[src/rtl/mem_arbiter_if.sv]
// mem_arbiter_if
//   Bundles the two requester handshakes (fetch F, loader L), the memory
//   macro bus and the arbiter status lines into one interface.
//
//   Modports:
//     slave  - the arbiter: consumes requests and mem_rdata, drives acks,
//              read data, the memory strobe/address/data and status.
//     master - the surroundings (requesters + memory macro): the mirror image.
//
//   Signals:
//     f_req/f_addr -> f_ack/f_rdata                 fetch read channel
//     l_req/l_we/l_addr/l_wdata/l_lock -> l_ack/l_rdata  loader channel
//     mem_en/mem_we/mem_addr/mem_wdata <- mem_rdata  memory macro bus
//     busy, gnt_l                                   arbiter status
interface mem_arbiter_if #(
    parameter int AW = 8,
    parameter int DW = 8
);
    logic          f_req;
    logic [AW-1:0] f_addr;
    logic          f_ack;
    logic [DW-1:0] f_rdata;

    logic          l_req;
    logic          l_we;
    logic [AW-1:0] l_addr;
    logic [DW-1:0] l_wdata;
    logic          l_lock;
    logic          l_ack;
    logic [DW-1:0] l_rdata;

    logic          mem_en;
    logic          mem_we;
    logic [AW-1:0] mem_addr;
    logic [DW-1:0] mem_wdata;
    logic [DW-1:0] mem_rdata;

    logic          busy;
    logic          gnt_l;

    modport slave (
        input  f_req, f_addr, l_req, l_we, l_addr, l_wdata, l_lock, mem_rdata,
        output f_ack, f_rdata, l_ack, l_rdata,
               mem_en, mem_we, mem_addr, mem_wdata, busy, gnt_l
    );

    modport master (
        output f_req, f_addr, l_req, l_we, l_addr, l_wdata, l_lock, mem_rdata,
        input  f_ack, f_rdata, l_ack, l_rdata,
               mem_en, mem_we, mem_addr, mem_wdata, busy, gnt_l
    );
endinterface

[src/rtl/mem_arbiter.sv]
// mem_arbiter
//   Shares one single-port memory between the instruction-fetch path (F)
//   and the program loader/debug port (L). Every access walks the fixed
//   sequence IDLE -> ISSUE -> WAIT (MEM_LAT cycles) -> DONE, so only one
//   transaction is ever in flight. Arbitration is round-robin on gnt_l;
//   l_lock removes F from arbitration while a program is being downloaded.
//   All outputs come straight from registers.
//
//   Ports:
//     clk   - system clock, rising edge
//     CLB   - synchronous active-high reset; abandons any in-flight access
//     bus   - mem_arbiter_if.slave (requester channels, memory bus, status)
//
//   Parameters:
//     AW, DW   - address / data width
//     MEM_LAT  - memory read latency after the mem_en cycle, 1..4
module mem_arbiter #(
    parameter int AW      = 8,
    parameter int DW      = 8,
    parameter int MEM_LAT = 1
) (
    input  logic         clk,
    input  logic         CLB,
    mem_arbiter_if.slave bus
);

    typedef enum logic [1:0] {
        S_IDLE,
        S_ISSUE,
        S_WAIT,
        S_DONE
    } state_t;

    // Counter reaches 0 in the cycle mem_rdata is valid.
    localparam logic [1:0] WAIT_INIT = 2'(MEM_LAT - 1);

    state_t        state_q,     state_d;
    logic [1:0]    cnt_q,       cnt_d;
    logic          mem_en_q,    mem_en_d;
    logic          mem_we_q,    mem_we_d;
    logic [AW-1:0] mem_addr_q,  mem_addr_d;
    logic [DW-1:0] mem_wdata_q, mem_wdata_d;
    logic          f_ack_q,     f_ack_d;
    logic          l_ack_q,     l_ack_d;
    logic [DW-1:0] f_rdata_q,   f_rdata_d;
    logic [DW-1:0] l_rdata_q,   l_rdata_d;
    logic          busy_q,      busy_d;
    logic          gnt_l_q,     gnt_l_d;

    logic f_elig;
    logic l_elig;
    logic grant_l;

    always_comb begin
        state_d     = state_q;
        cnt_d       = cnt_q;
        mem_en_d    = 1'b0;
        mem_we_d    = mem_we_q;
        mem_addr_d  = mem_addr_q;
        mem_wdata_d = mem_wdata_q;
        f_ack_d     = 1'b0;
        l_ack_d     = 1'b0;
        f_rdata_d   = f_rdata_q;
        l_rdata_d   = l_rdata_q;
        busy_d      = busy_q;
        gnt_l_d     = gnt_l_q;

        f_elig  = bus.f_req & ~bus.l_lock;
        l_elig  = bus.l_req;
        // With both eligible, the side that did not own the last grant wins.
        grant_l = (f_elig & l_elig) ? ~gnt_l_q : l_elig;

        unique case (state_q)
            S_IDLE: begin
                if (f_elig | l_elig) begin
                    gnt_l_d  = grant_l;
                    busy_d   = 1'b1;
                    mem_en_d = 1'b1;
                    if (grant_l) begin
                        mem_addr_d  = bus.l_addr;
                        mem_we_d    = bus.l_we;
                        mem_wdata_d = bus.l_wdata;
                    end else begin
                        mem_addr_d  = bus.f_addr;
                        mem_we_d    = 1'b0;
                    end
                    state_d = S_ISSUE;
                end
            end
            S_ISSUE: begin
                cnt_d   = WAIT_INIT;
                state_d = S_WAIT;
            end
            S_WAIT: begin
                if (cnt_q == 2'd0) begin
                    if (!mem_we_q) begin
                        if (gnt_l_q) l_rdata_d = bus.mem_rdata;
                        else         f_rdata_d = bus.mem_rdata;
                    end
                    f_ack_d = ~gnt_l_q;
                    l_ack_d = gnt_l_q;
                    state_d = S_DONE;
                end else begin
                    cnt_d = cnt_q - 2'd1;
                end
            end
            S_DONE: begin
                busy_d  = 1'b0;
                state_d = S_IDLE;
            end
            default: begin
                busy_d  = 1'b0;
                state_d = S_IDLE;
            end
        endcase
    end

    always_ff @(posedge clk) begin
        if (CLB) begin
            state_q     <= S_IDLE;
            cnt_q       <= 2'd0;
            mem_en_q    <= 1'b0;
            mem_we_q    <= 1'b0;
            mem_addr_q  <= '0;
            mem_wdata_q <= '0;
            f_ack_q     <= 1'b0;
            l_ack_q     <= 1'b0;
            f_rdata_q   <= '0;
            l_rdata_q   <= '0;
            busy_q      <= 1'b0;
            gnt_l_q     <= 1'b1;   // lets F win the first contention
        end else begin
            state_q     <= state_d;
            cnt_q       <= cnt_d;
            mem_en_q    <= mem_en_d;
            mem_we_q    <= mem_we_d;
            mem_addr_q  <= mem_addr_d;
            mem_wdata_q <= mem_wdata_d;
            f_ack_q     <= f_ack_d;
            l_ack_q     <= l_ack_d;
            f_rdata_q   <= f_rdata_d;
            l_rdata_q   <= l_rdata_d;
            busy_q      <= busy_d;
            gnt_l_q     <= gnt_l_d;
        end
    end

    assign bus.mem_en    = mem_en_q;
    assign bus.mem_we    = mem_we_q;
    assign bus.mem_addr  = mem_addr_q;
    assign bus.mem_wdata = mem_wdata_q;
    assign bus.f_ack     = f_ack_q;
    assign bus.l_ack     = l_ack_q;
    assign bus.f_rdata   = f_rdata_q;
    assign bus.l_rdata   = l_rdata_q;
    assign bus.busy      = busy_q;
    assign bus.gnt_l     = gnt_l_q;

endmodule

[src/flat_wrapper.sv]
// flat-port wrapper written by rule: the top's interface ports become plain ports
module mem_arbiter_flat 
#(
    parameter int AW      = 8,
    parameter int DW      = 8,
    parameter int MEM_LAT = 1
)
  (clk, CLB, bus_f_req, bus_f_addr, bus_l_req, bus_l_we, bus_l_addr, bus_l_wdata, bus_l_lock, bus_mem_rdata, bus_f_ack, bus_f_rdata, bus_l_ack, bus_l_rdata, bus_mem_en, bus_mem_we, bus_mem_addr, bus_mem_wdata, bus_busy, bus_gnt_l);
  mem_arbiter_if #(.AW(AW), .DW(DW)) bus_i ();
  input  logic clk;
  input  logic CLB;
  input wire logic [$bits(bus_i.f_req)-1:0] bus_f_req;
  input wire logic [$bits(bus_i.f_addr)-1:0] bus_f_addr;
  input wire logic [$bits(bus_i.l_req)-1:0] bus_l_req;
  input wire logic [$bits(bus_i.l_we)-1:0] bus_l_we;
  input wire logic [$bits(bus_i.l_addr)-1:0] bus_l_addr;
  input wire logic [$bits(bus_i.l_wdata)-1:0] bus_l_wdata;
  input wire logic [$bits(bus_i.l_lock)-1:0] bus_l_lock;
  input wire logic [$bits(bus_i.mem_rdata)-1:0] bus_mem_rdata;
  output wire logic [$bits(bus_i.f_ack)-1:0] bus_f_ack;
  output wire logic [$bits(bus_i.f_rdata)-1:0] bus_f_rdata;
  output wire logic [$bits(bus_i.l_ack)-1:0] bus_l_ack;
  output wire logic [$bits(bus_i.l_rdata)-1:0] bus_l_rdata;
  output wire logic [$bits(bus_i.mem_en)-1:0] bus_mem_en;
  output wire logic [$bits(bus_i.mem_we)-1:0] bus_mem_we;
  output wire logic [$bits(bus_i.mem_addr)-1:0] bus_mem_addr;
  output wire logic [$bits(bus_i.mem_wdata)-1:0] bus_mem_wdata;
  output wire logic [$bits(bus_i.busy)-1:0] bus_busy;
  output wire logic [$bits(bus_i.gnt_l)-1:0] bus_gnt_l;
  assign bus_i.f_req = bus_f_req;
  assign bus_i.f_addr = bus_f_addr;
  assign bus_i.l_req = bus_l_req;
  assign bus_i.l_we = bus_l_we;
  assign bus_i.l_addr = bus_l_addr;
  assign bus_i.l_wdata = bus_l_wdata;
  assign bus_i.l_lock = bus_l_lock;
  assign bus_i.mem_rdata = bus_mem_rdata;
  assign bus_f_ack = bus_i.f_ack;
  assign bus_f_rdata = bus_i.f_rdata;
  assign bus_l_ack = bus_i.l_ack;
  assign bus_l_rdata = bus_i.l_rdata;
  assign bus_mem_en = bus_i.mem_en;
  assign bus_mem_we = bus_i.mem_we;
  assign bus_mem_addr = bus_i.mem_addr;
  assign bus_mem_wdata = bus_i.mem_wdata;
  assign bus_busy = bus_i.busy;
  assign bus_gnt_l = bus_i.gnt_l;
  mem_arbiter #(.AW(AW), .DW(DW), .MEM_LAT(MEM_LAT)) u_core (.clk(clk), .CLB(CLB), .bus(bus_i));
endmodule
[config.mk]
export PLATFORM = sky130hd
export DESIGN_NAME = mem_arbiter_flat
export DESIGN_NICKNAME = d
export VERILOG_FILES = /design/src/rtl/mem_arbiter_if.sv /design/src/rtl/mem_arbiter.sv /design/src/flat_wrapper.sv
export SDC_FILE = /design/constraint.sdc
export NUM_CORES = 1
export LEC_CHECK = 0
export CORE_MARGIN = 2
export CORE_UTILIZATION = 25
export CTS_CLUSTER_SIZE = 24
export DETAILED_ROUTE_END_ITERATION = 10
export PLACE_DENSITY = 0.6
export SLEW_MARGIN = 10
export SYNTH_ARGS = -nofsm -noshare
export SYNTH_HDL_FRONTEND = slang
export SYNTH_SLANG_ARGS = --single-unit
[constraint.sdc]
create_clock -name clk -period 5.3 [get_ports clk]
set_clock_uncertainty 0.2 [all_clocks]
set_input_delay 1.06 -clock clk [delete_from_list [all_inputs] [get_ports clk]]
set_output_delay 1.06 -clock clk [all_outputs]
set_load 0.01 [all_outputs]
== Yosys cells after proc, flatten, opt, wreduce, memory -nomap -nowiden ==
Index checks and enable logic that the tools add are counted.

* Bits in registers: 42
* Bits in latches: 0
* Bits in writable memories: 0
* Bits in read-only memories: 0
* Bits of input ports: 38
* Output and inout bits: 38
* Logic and storage cells: 52
* Memories kept: 0

* Add/sub/neg operators: 1
* Multipliers: 0
* Divide/modulo/power cells: 0
* Order comparisons: 0
* Equal/unequal tests: 6
* Shift-type cells: 0
* Muxes and demuxes: 11
* Bitwise logic cells: 9
* Reductions and logical operators: 13

{| class="wikitable"
|+ Operators with widths
! kind !! number
|-
| $mux W8 || 1
|-
| $pmux W2 S4 || 1
|-
| $reduce_and A2 Y1 || 4
|-
| $reduce_and A4 Y1 || 2
|-
| $mux W2 || 3
|-
| $not A1 Y1 || 6
|-
| $eq A2 B2 Y1 const B || 2
|-
| $logic_not A2 Y1 || 2
|-
| $mux W1 || 4
|-
| $ne A2 B1 Y1 const B || 2
|-
| $pmux W2 S2 || 1
|-
| $reduce_bool A2 Y1 || 2
|-
| $reduce_and A3 Y1 || 1
|-
| $reduce_or A3 Y1 || 1
|-
| $and A1 B1 Y1 || 2
|-
| $eq A2 B1 Y1 const B || 1
|-
| $ne A2 B2 Y1 const B || 1
|-
| $pmux W1 S2 || 1
|-
| $reduce_or A2 Y1 || 1
|-
| $sub A2 B1 Y2 const B || 1
|-
| $or A1 B1 Y1 || 1
|}

== Logic depth before layout (Yosys ltp) ==
* Depth in word-level cells: 5
* Gate-level depth with buffers: 6
* Gate-level depth less buffers: 6

== Least setup slack after synthesis ==
No wires, ideal clock.

* Path type: input -> register
* From: input bus_f_req
* To: register u_core.mem_addr_q[5] (netlist: u_core.bus.mem_addr[5])
* Library setup time: 0.091 ns
* Arrival: 1.808 ns
* Data required time: 5.009 ns
* Path slack: 3.201 ns
* Stages on the path: 5
* Path buffers: 1
* Cell sequence: nor2b_4 -> o21a_1 -> buf_6 -> nor2_1 -> a311oi_1

* Cells in the longest elaborated chain, start to end: 4
* Elaborated cells on any way between the ends: 6
* Those cells by class: 2 x mux; 3 x bitwise; 1 x reduce/logical

{| class="wikitable"
|+ Ends and longest elaborated chain
! element !! line !! RTL
|-
| start: declaration || flat_wrapper.sv:12 || <nowiki>input wire logic [$bits(bus_i.f_req)-1:0] bus_f_req;</nowiki>
|-
| $and A1 B1 Y1 * || mem_arbiter.sv:68 || <nowiki>f_elig = bus.f_req & ~bus.l_lock;</nowiki>
|-
| $and A1 B1 Y1 || mem_arbiter.sv:71 || <nowiki>grant_l = (f_elig & l_elig) ? ~gnt_l_q : l_elig;</nowiki>
|-
| $mux W1 || mem_arbiter.sv:71 ||
|-
| $mux W8 || mem_arbiter.sv:79 || <nowiki>if (grant_l) begin</nowiki>
|-
| end signal: assignment || mem_arbiter.sv:137 || <nowiki>mem_addr_q <= mem_addr_d;</nowiki>
|-
| end: declaration || mem_arbiter.sv:41 || <nowiki>logic [AW-1:0] mem_addr_q, mem_addr_d;</nowiki>
|}

Mark *: on every way between the ends. The rest lies on a longest branch, timed or not.
A chain may end at the register's enable or synchronous reset.

== Final worst setup path ==
* From: register u_core.gnt_l_q (netlist: u_core.bus.gnt_l)
* To: output bus_gnt_l

{| class="wikitable"
|+ RTL lines
! element !! line !! RTL
|-
| start: declaration || mem_arbiter.sv:48 || <nowiki>logic gnt_l_q, gnt_l_d;</nowiki>
|-
| start signal: assignment || mem_arbiter.sv:144 || <nowiki>gnt_l_q <= gnt_l_d;</nowiki>
|-
| end: declaration || flat_wrapper.sv:29 || <nowiki>output wire logic [$bits(bus_i.gnt_l)-1:0] bus_gnt_l;</nowiki>
|}

No word-level cell between the ends.

==> impl_results.md <==
* Area share of the largest cell type after synthesis at 0.486
* Delay-heaviest family, CP: buffers and inverters
* Pre-CTS setup slack at 2240 ps
* Pin count of the biggest net entering global routing at 43
* Register area share after synthesis at 0.486
* Port-buffer cells at 75
* Postcts setup bufs at 0
* Mapped Nets at 240
* Number of global-route vias before repair at 1534
* Fin crit period at 2720 ps
* Initial DRC count at 41
* Cell taking the most area after synthesis: dfxtp_1
* Min-delay src: u_core.bus.l_rdata[2]$_SDFFE_PP0P_
* Final nets at 312
* # DRC at 0
* Worst Path Class, Setup: reg -> out
* Flops & latches, synth at 42
* Initial antenna violation count at 0
* Top cells by area, synth: dfxtp_1 49%, nand2_1 8.7%, mux2i_1 6.4%
* Antenna diodes at 0
* Remaining Overflow, GRT at 0
* Max-cap violations at 0
* I/O pin count at 76
* CTS root buf: clkbuf_8
* Synth unique cells at 32
* Initial Util at 0.256
* Core area at 6760 µm²
* Number of H-tree levels at 2
* Core Rows at 30
* Cell Area, Placed at 2530 µm²
* CP Max Fanout at 8
* Crit-path cells: clkdlybuf4s50_1
* Area grow syn2layout at 52.9%
* Die width at 87.2 µm
* Slowest CP cell: clkdlybuf4s50_1
* Post-route cell area at 2650 µm²
* R2R Path Start: u_core.bus.gnt_l$_SDFFE_PP1P_
* Worst-Margin Slew at 572 ps
* Max clock buf depth at 2
* Min-Delay Path Class: reg -> reg
* Resized cells post-CTS at 0
* Die Y at 87.2 µm
* Fmax at 367 MHz
* Synth Warn # at 0
* Setup ws final at 2580 ps
* CP Capture Type: primary output
* Crit path launch type: register
* First-pass GRT wire length at 7070 µm
* Reg clk slew, reported paths at 80 ps
* Detail Placement HPWL at 3090 µm
* Cts hold-fix bufs at 0
* Vias at 1560
* Leakage at 0.976 nW
* Clock Latency Late Sink at 290 ps
* Final number of setup-violating endpoints at 0
* CTS Sinks at 42
* Layout cell share with drive strength beyond 1 at 0.0487
* CTS tree: built
* Final Slew Violations at 0
* Gpl congestion at 0.724
* Placed Instances at 340
* Setup TNS at 0 ps
* Crit path buffers/inverters at 1
* Power Density at 402 nW/µm²
* Final ANT Viol Nets at 0
* WL final at 4330 µm
* Synth Cell Area at 1730 µm²
* Worst hold slack at 255 ps
* Synth Instances at 195
* Total CTS buffers at 5
* Final period utilization at 0.514
* Final hold vios at 0
* Setup crit start: u_core.bus.gnt_l$_SDFFE_PP1P_
* Total Routing Usage GR at 0.119
* Die area at 7600 µm²
* Crit path arrival time at 1460 ps
* Layout Cells excl Fill at 347
* Worst path max stage delay at 630 ps
* Filler instances at 703
* Relative slew slack at 0.617
* Maximum vdd drop at 0.163 mV
* RSZ-0062 raised after global routing: no
* Status: finished, final reports clean
* Required time of the critical path at 4040 ps
* TritonRoute pass-1 iters at 4
* WL per Instance at 12.5 µm
* Avg Cell Area, Syn at 8.87 µm²
* Routed vias/inst at 4.50
synth_stat cells (all sizes together):
cell type and instances:
mux2 1, nand2b 1, o21ai 2, nand3 9, nand3b 1, inv 5, clkbuf 6, mux2i 11
nand4b 1, a211oi 1, a21oi 16, and4b 1, nor2 24, nor3b 1, and3 1, a211o 1
ha 7, dfxtp 42, a311oi 8, buf 5, a22oi 1, o21a 1, a2bb2oi 2, nor3 2
nor2b 3, nand2 42
worst paths after layout:
path                                                            to  slack [ps]  cells past startpoint
worst max-delay path                                     bus_gnt_l        2580                      1
worst min-delay path            u_core.bus.l_rdata[2]$_SDFFE_PP0P_         260                      2
worst max register to register       u_core.bus.gnt_l$_SDFFE_PP1P_        3290                      3
worst min register to register  u_core.bus.l_rdata[2]$_SDFFE_PP0P_         260                      2
state kept, by name, summed over array words and instances, names as in the netlist:
name / count
u_core.bus.l_rdata: 8
u_core.bus.busy: 1
u_core.bus.mem_addr: 8
u_core.bus.mem_wdata: 8
u_core.bus.mem_en: 1
u_core.state_q: 2
u_core.bus.f_ack: 1
u_core.bus.mem_we: 1
u_core.cnt_q: 2
u_core.bus.f_rdata: 8
u_core.bus.l_ack: 1
u_core.bus.gnt_l: 1
metrics by stage:
step	utilization	total power, mW
floorplan	-	0.644
detailed placement	0.375	0.819
global placement	0.375	0.813
finish	0.391	1.06
CTS	0.391	1.08
global route	0.391	1.14
cell usage in the layout (no fill, tap or decap), drive strengths merged, types with 2 or more instances in the layout:
| cell type | netlist | layout |
|---|---|---|
| mux2i | 11 | 11 |
| dfxtp | 42 | 42 |
| nor2 | 24 | 24 |
| inv | 5 | 5 |
| nor2b | 3 | 3 |
| ha | 7 | 7 |
| nand2 | 42 | 42 |
| a2bb2oi | 2 | 2 |
| nand3 | 9 | 9 |
| clkbuf | 6 | 6 |
| clkdlybuf4s50 | 0 | 75 |
| nor3 | 2 | 2 |
| a21oi | 16 | 16 |
| a311oi | 8 | 8 |
| o21ai | 2 | 2 |
per-layer routing:
layer,global-route usage,vias up,wire length [µm],part of all wire
li1,-,797,-,-
met4,0.0420,0,51,0.012
met2,0.181,54,1910,0.44
met3,0.0559,5,486,0.11
met1,0.147,704,1890,0.44
met5,0,-,0,0
power breakdown:
part           switching, mW  total (mW)  internal (mW)
registers             0.0434       0.425          0.381
logic                  0.181       0.380          0.199
clock network          0.108       0.259          0.151
total                  0.333        1.06          0.731
cells by family (layout without fill, tap and decap cells):
logic type      Yosys count  after routing  share of synthesized area
compound gates           32             32                      0.121
mux                      12             12                     0.0701
fa+ha+maj                 7              7                     0.0506
buf+inv                  16             88                     0.0434
simple gates             86             86                      0.229
flops                    42             42                      0.486
final cells by class:
type | count | area, µm² | share of cell area
sequential | 42 | 841 | 0.318
multi-input combinational | 137 | 815 | 0.308
timing repair buffer | 76 | 758 | 0.287
tap | 80 | 100 | 0.0378
clock buffer | 6 | 82.6 | 0.0312
clock inverter | 1 | 30.0 | 0.0114
inverter | 5 | 18.8 | 0.00710
worst reg2reg max path: cells and delay by family, from the launching register on:
| family | cells | cell delay (ps) |
|---|---|---|
| flip-flops | 1 | 550 |
| AO/OA/AOI/OAI | 1 | 300 |
| AND/OR/NAND/NOR | 2 | 860 |
Power figures use the tool's default switching activity.
